--- config.mk ---
export PLATFORM = sky130hd
export DESIGN_NAME = multicycle_control
export DESIGN_NICKNAME = d
export VERILOG_FILES = /design/src/rtl/multicycle_control.sv
export SDC_FILE = /design/constraint.sdc
export NUM_CORES = 1
export LEC_CHECK = 0
export ABC_AREA = 1
export CAP_MARGIN = 20
export CORE_MARGIN = 4
export CORE_UTILIZATION = 29
export CTS_CLUSTER_SIZE = 8
export DETAILED_ROUTE_END_ITERATION = 10
export GPL_ROUTABILITY_DRIVEN = 1
export SYNTH_ARGS = -nofsm -noshare
export SYNTH_HDL_FRONTEND = slang
export SYNTH_SLANG_ARGS = --single-unit
--- constraint.sdc ---
create_clock -name clock -period 1.9 [get_ports clock]
set_input_delay 0.38 -clock clock [delete_from_list [all_inputs] [get_ports clock]]
set_output_delay 0.38 -clock clock [all_outputs]
set_load 0.01 [all_outputs]
--- src/rtl/multicycle_control.sv ---
// Moore sequencer for the multicycle MIPS datapath: steps each instruction through
// fetch/decode/execute/memory/write-back, stalls on mem_ready and counts retirements.
module multicycle_control #(
  parameter int COUNT_WIDTH = 32
) (
  input  logic                   clock,
  input  logic                   reset,
  input  logic [5:0]             opcode,
  input  logic                   mem_ready,
  output logic                   PCWrite,
  output logic                   PCWriteCond,
  output logic                   IorD,
  output logic                   MemRead,
  output logic                   MemWrite,
  output logic                   MemtoReg,
  output logic                   IRWrite,
  output logic                   ALUSrcA,
  output logic                   RegWrite,
  output logic                   RegDst,
  output logic [1:0]             ALUSrcB,
  output logic [1:0]             ALUOp,
  output logic [1:0]             PCSource,
  output logic [3:0]             state,
  output logic                   trap,
  output logic [COUNT_WIDTH-1:0] instr_count
);

  typedef enum logic [3:0] {
    S_FETCH     = 4'd0,
    S_DECODE    = 4'd1,
    S_MEM_ADDR  = 4'd2,
    S_MEM_READ  = 4'd3,
    S_MEM_WB    = 4'd4,
    S_MEM_WRITE = 4'd5,
    S_R_EXEC    = 4'd6,
    S_R_WB      = 4'd7,
    S_BRANCH    = 4'd8,
    S_JUMP      = 4'd9,
    S_ADDI_EXEC = 4'd10,
    S_ADDI_WB   = 4'd11,
    S_TRAP      = 4'd12
  } state_t;

  localparam logic [5:0] OP_RTYPE = 6'b000000;
  localparam logic [5:0] OP_LW    = 6'b100011;
  localparam logic [5:0] OP_SW    = 6'b101011;
  localparam logic [5:0] OP_BEQ   = 6'b000100;
  localparam logic [5:0] OP_J     = 6'b000010;
  localparam logic [5:0] OP_ADDI  = 6'b001000;

  state_t state_q, state_d;
  logic   retire;

  always_ff @(posedge clock or negedge reset) begin
    if (!reset) state_q <= S_FETCH;
    else        state_q <= state_d;
  end

  always_ff @(posedge clock or negedge reset) begin
    if (!reset)      instr_count <= '0;
    else if (retire) instr_count <= instr_count + COUNT_WIDTH'(1);
  end

  assign state = state_q;

  // Everything stays at its zero default while reset is held low.
  always_comb begin
    state_d     = state_q;
    retire      = 1'b0;
    PCWrite     = 1'b0;
    PCWriteCond = 1'b0;
    IorD        = 1'b0;
    MemRead     = 1'b0;
    MemWrite    = 1'b0;
    MemtoReg    = 1'b0;
    IRWrite     = 1'b0;
    ALUSrcA     = 1'b0;
    RegWrite    = 1'b0;
    RegDst      = 1'b0;
    ALUSrcB     = 2'b00;
    ALUOp       = 2'b00;
    PCSource    = 2'b00;
    trap        = 1'b0;
    if (reset) begin
      case (state_q)
        S_FETCH: begin
          MemRead = 1'b1;
          ALUSrcB = 2'b01;
          IRWrite = mem_ready;
          PCWrite = mem_ready;
          if (mem_ready) state_d = S_DECODE;
        end
        S_DECODE: begin
          ALUSrcB = 2'b11;
          case (opcode)
            OP_RTYPE:      state_d = S_R_EXEC;
            OP_LW, OP_SW:  state_d = S_MEM_ADDR;
            OP_BEQ:        state_d = S_BRANCH;
            OP_J:          state_d = S_JUMP;
            OP_ADDI:       state_d = S_ADDI_EXEC;
            default:       state_d = S_TRAP;
          endcase
        end
        S_MEM_ADDR: begin
          ALUSrcA = 1'b1;
          ALUSrcB = 2'b10;
          state_d = (opcode == OP_LW) ? S_MEM_READ : S_MEM_WRITE;
        end
        S_MEM_READ: begin
          MemRead = 1'b1;
          IorD    = 1'b1;
          if (mem_ready) state_d = S_MEM_WB;
        end
        S_MEM_WB: begin
          RegWrite = 1'b1;
          MemtoReg = 1'b1;
          retire   = 1'b1;
          state_d  = S_FETCH;
        end
        S_MEM_WRITE: begin
          MemWrite = 1'b1;
          IorD     = 1'b1;
          if (mem_ready) begin
            retire  = 1'b1;
            state_d = S_FETCH;
          end
        end
        S_R_EXEC: begin
          ALUSrcA = 1'b1;
          ALUOp   = 2'b10;
          state_d = S_R_WB;
        end
        S_R_WB: begin
          RegWrite = 1'b1;
          RegDst   = 1'b1;
          retire   = 1'b1;
          state_d  = S_FETCH;
        end
        S_BRANCH: begin
          ALUSrcA     = 1'b1;
          ALUOp       = 2'b01;
          PCWriteCond = 1'b1;
          PCSource    = 2'b01;
          retire      = 1'b1;
          state_d     = S_FETCH;
        end
        S_JUMP: begin
          PCWrite  = 1'b1;
          PCSource = 2'b10;
          retire   = 1'b1;
          state_d  = S_FETCH;
        end
        S_ADDI_EXEC: begin
          ALUSrcA = 1'b1;
          ALUSrcB = 2'b10;
          state_d = S_ADDI_WB;
        end
        S_ADDI_WB: begin
          RegWrite = 1'b1;
          retire   = 1'b1;
          state_d  = S_FETCH;
        end
        // TRAP and the unused encodings lock up until reset.
        default: trap = 1'b1;
      endcase
    end
  end

endmodule

==> results.json <==
{
  "status": "finished, final reports clean",
  "ant_nets": 0,
  "p_per_area_mw_per_mm2": 745,
  "cts_tree": "built",
  "drtIter0Drc": 130,
  "drv_cap": 0,
  "final_nets": 537,
  "ff2ff_path_depth": 10,
  "antenna_cells": 0,
  "setup_viol": 0,
  "track_usage_pct": 14.9,
  "wl_met3_um": 405,
  "tns_ns": 0,
  "clk_latency_ns": 0.29,
  "criticalPathCategory": "flip-flop to output pin",
  "dpl_cell_area_mm2": 0.00361,
  "p_leak_nw": 1.81,
  "std_cell_rows": 35,
  "multi_input_area_mm2": 0.00169,
  "netlist.area_leader.share_pct": 33.1,
  "dieArea_mm2": 0.0110,
  "totalWireLength_um": 8110,
  "postSynthCellCount": 439,
  "dieHeight_um": 105,
  "wl_per_cell_um": 12.7,
  "met2_length_um": 3720,
  "synth.area.top_cells": "dfrtp_1 (33%), nand2_1 (28%), nor2_1 (10%), nand3_1 (6.6%), nand3b_1 (4.1%)",
  "path_cells": "buf_4 -> nand2_1 -> inv_2 -> nand2_2 -> a21oi_2 -> clkdlybuf4s15_2",
  "dpl.cell_count": 629,
  "ys_warn_count": 0,
  "final_cells": 639,
  "drive_gt1_share_pct": 14.2,
  "dp_hpwl_um": 6290,
  "die_x_um": 105,
  "fin_util_pct": 40.3,
  "min-delay-path-class": "input port to async pin",
  "coreArea_mm2": 0.00920,
  "final_area_mm2": 0.00371,
  "seq_area_um2": 902,
  "slowest_delay_ns": 0.44,
  "clock.fmax_mhz": 538,
  "cts_sinks": 36,
  "syn_area_mm2": 0.00272,
  "finalCriticalPeriod_ns": 1.86,
  "crit_slowest_cell": "dfrtp_2",
  "port-buffer-count": 61,
  "ir_worst_vdd_mv": 0.517,
  "htreeDepth": 2,
  "synth_area_leader_cell": "dfrtp_1",
  "hold_buffers": 0,
  "synth_nets": 449,
  "antenna_found_initial": 0,
  "via_per_inst": 4.64,
  "ff2ff_setup_slack_ns": 0.21,
  "clockBufferDepth": 2,
  "finalWeightedCongestion": 0.840,
  "netlist-cell-type-count": 24,
  "cp.required_ns": 1.52,
  "grt_first_pass_wirelength_um": 13500,
  "gr-total-overflow": 0,
  "cts_made_buffers": 5,
  "grt_max_degree": 33,
  "ys_ff_latch": 36,
  "path_max_fanout": 6,
  "final_hold_viol_count": 0,
  "end_kind": "output pin",
  "drc": 0,
  "arrival_ns": 1.48,
  "tightest_slew_ns": 0.375,
  "initial_core_util_pct": 29.6,
  "cts-root-buf": "clkbuf_8",
  "num_vias": 2968,
  "path_clk_slew_ns": 0.07,
  "first_global_vias": 2838,
  "io_pins": 62,
  "firstDrtPassIters": 4,
  "slew_headroom_pct": 75.0,
  "slew_violations": 0,
  "yosysSeqAreaShare_pct": 33.1,
  "met1_length_um": 3890,
  "pre_cts_ws_ns": -0.0815,
  "syn_area_per_cell_um2": 6.20,
  "fin_ws_ns": 0.0422,
  "fill_cells": 994,
  "layout_worst_path_cycle_share_pct": 97.8,
  "rsz0062_at_grt": "yes",
  "top_layer": "met4",
  "area_delta_synth_final_pct": 36.2,
  "startpoint_type": "flip-flop",
  "finClkSkew_ns": 0.00490
}
==> area by class of cell <==
class                           instances  share of cell area [%]
Clock buffer                            8                    2.43
Sequential cell                        36                    24.3
Multi-Input combinational cell        369                    45.5
Timing Repair Buffer                   93                    21.8
Inverter                               22                    2.23
Tap cell                              111                    3.75
==> cell families (layout without fill, tap and decap cells) <==
kind of cell,Yosys count,count (layout),synth area share (%)
DFF,36,36,33.1
AOI/OAI and AO/OA,11,11,2.44
adders and majority gates,1,1,0.459
xor gates and xnor gates,15,15,4.83
and+or+nand+nor,342,342,52.8
buffers and inverters,34,123,6.34
==> power breakdown <==
part	leakage, nW	switching, mW	total [mW]	internal, mW
registers	0.495	0.0849	0.916	0.831
clock network	0.0455	0.278	0.574	0.296
logic	1.27	0.724	1.27	0.547
==> worst max-delay path: cells and delay by family (launching register included) <==
family | cells | cell delay (ns)
compound gates | 1 | 0.14
buf+inv | 3 | 0.46
flops | 1 | 0.44
simple gates | 2 | 0.15
==> registers in the layout (all words and copies together), names as in the netlist <==
signal,flops
instr_count,32
state,4
==> cells in the mapped netlist <==
library cell	count
nand2_1	205
nor2_1	73
dfrtp_1	36
nand3_1	36
inv_1	20
nand3b_1	15
xor2_1	10
a21oi_1	6
buf_4	5
xnor2_1	5
o21ai_0	4
buf_2	3
buf_6	3
nand4_1	3
nor2_4	3
inv_2	2
nor2_2	2
nor3_1	2
a21oi_4	1
clkbuf_1	1
ha_1	1
nand2_2	1
nand2_4	1
nand3_2	1
==> metal layers <==
metal | global-route usage, % | up-vias
li1 | - | 1546
met1 | 20.3 | 1349
met2 | 24.1 | 65
met3 | 2.90 | 8
met4 | 3.94 | 0
met5 | 0 | -
==> layout by cell type, fill, tap and decap left out, drive strengths merged <==
master and count:
o21ai 4, buf 37, inv 22, clkdlybuf4s15 4, nand2 207, nor3 2, xor2 10, dfrtp 36
nand3 37, a21oi 7, ha 1, clkbuf 14, xnor2 5, nand4 3, nand3b 15, clkdlybuf4s50 43
nor2 78, dlygate4sd2 3
==> metrics by stage <==
step | total power [mW] | hold WS (ns)
floorplan | 1.61 | 0.0844
global placement | 2.19 | 0.361
detailed placement | 2.18 | 0.363
CTS | 2.76 | 0.0430
global route | 2.94 | 0.0411
finish | 2.76 | 0.0590
==> path summary, 6_finish.rpt <==
path | from | end
hold reg to reg | instr_count[31]$_DFFE_PN0P_ | instr_count[31]$_DFFE_PN0P_
max in group asynchronous | reset | state[1]$_DFFE_PN0P_
min in group clock | instr_count[31]$_DFFE_PN0P_ | instr_count[31]$_DFFE_PN0P_
setup / recovery | state[1]$_DFFE_PN0P_ | IorD
setup reg to reg | state[2]$_DFFE_PN0P_ | instr_count[8]$_DFFE_PN0P_
hold / removal | reset | state[3]$_DFFE_PN0P_
==> repair_timing <==
action,CTS,global route
gates resized for setup,36,25
pin swaps,0,3
endpoints found under the hold margin,0,0
setup endpoints to repair,17,14
setup buffers,1,1
No activity file was read; power rests on OpenSTA's default activity.
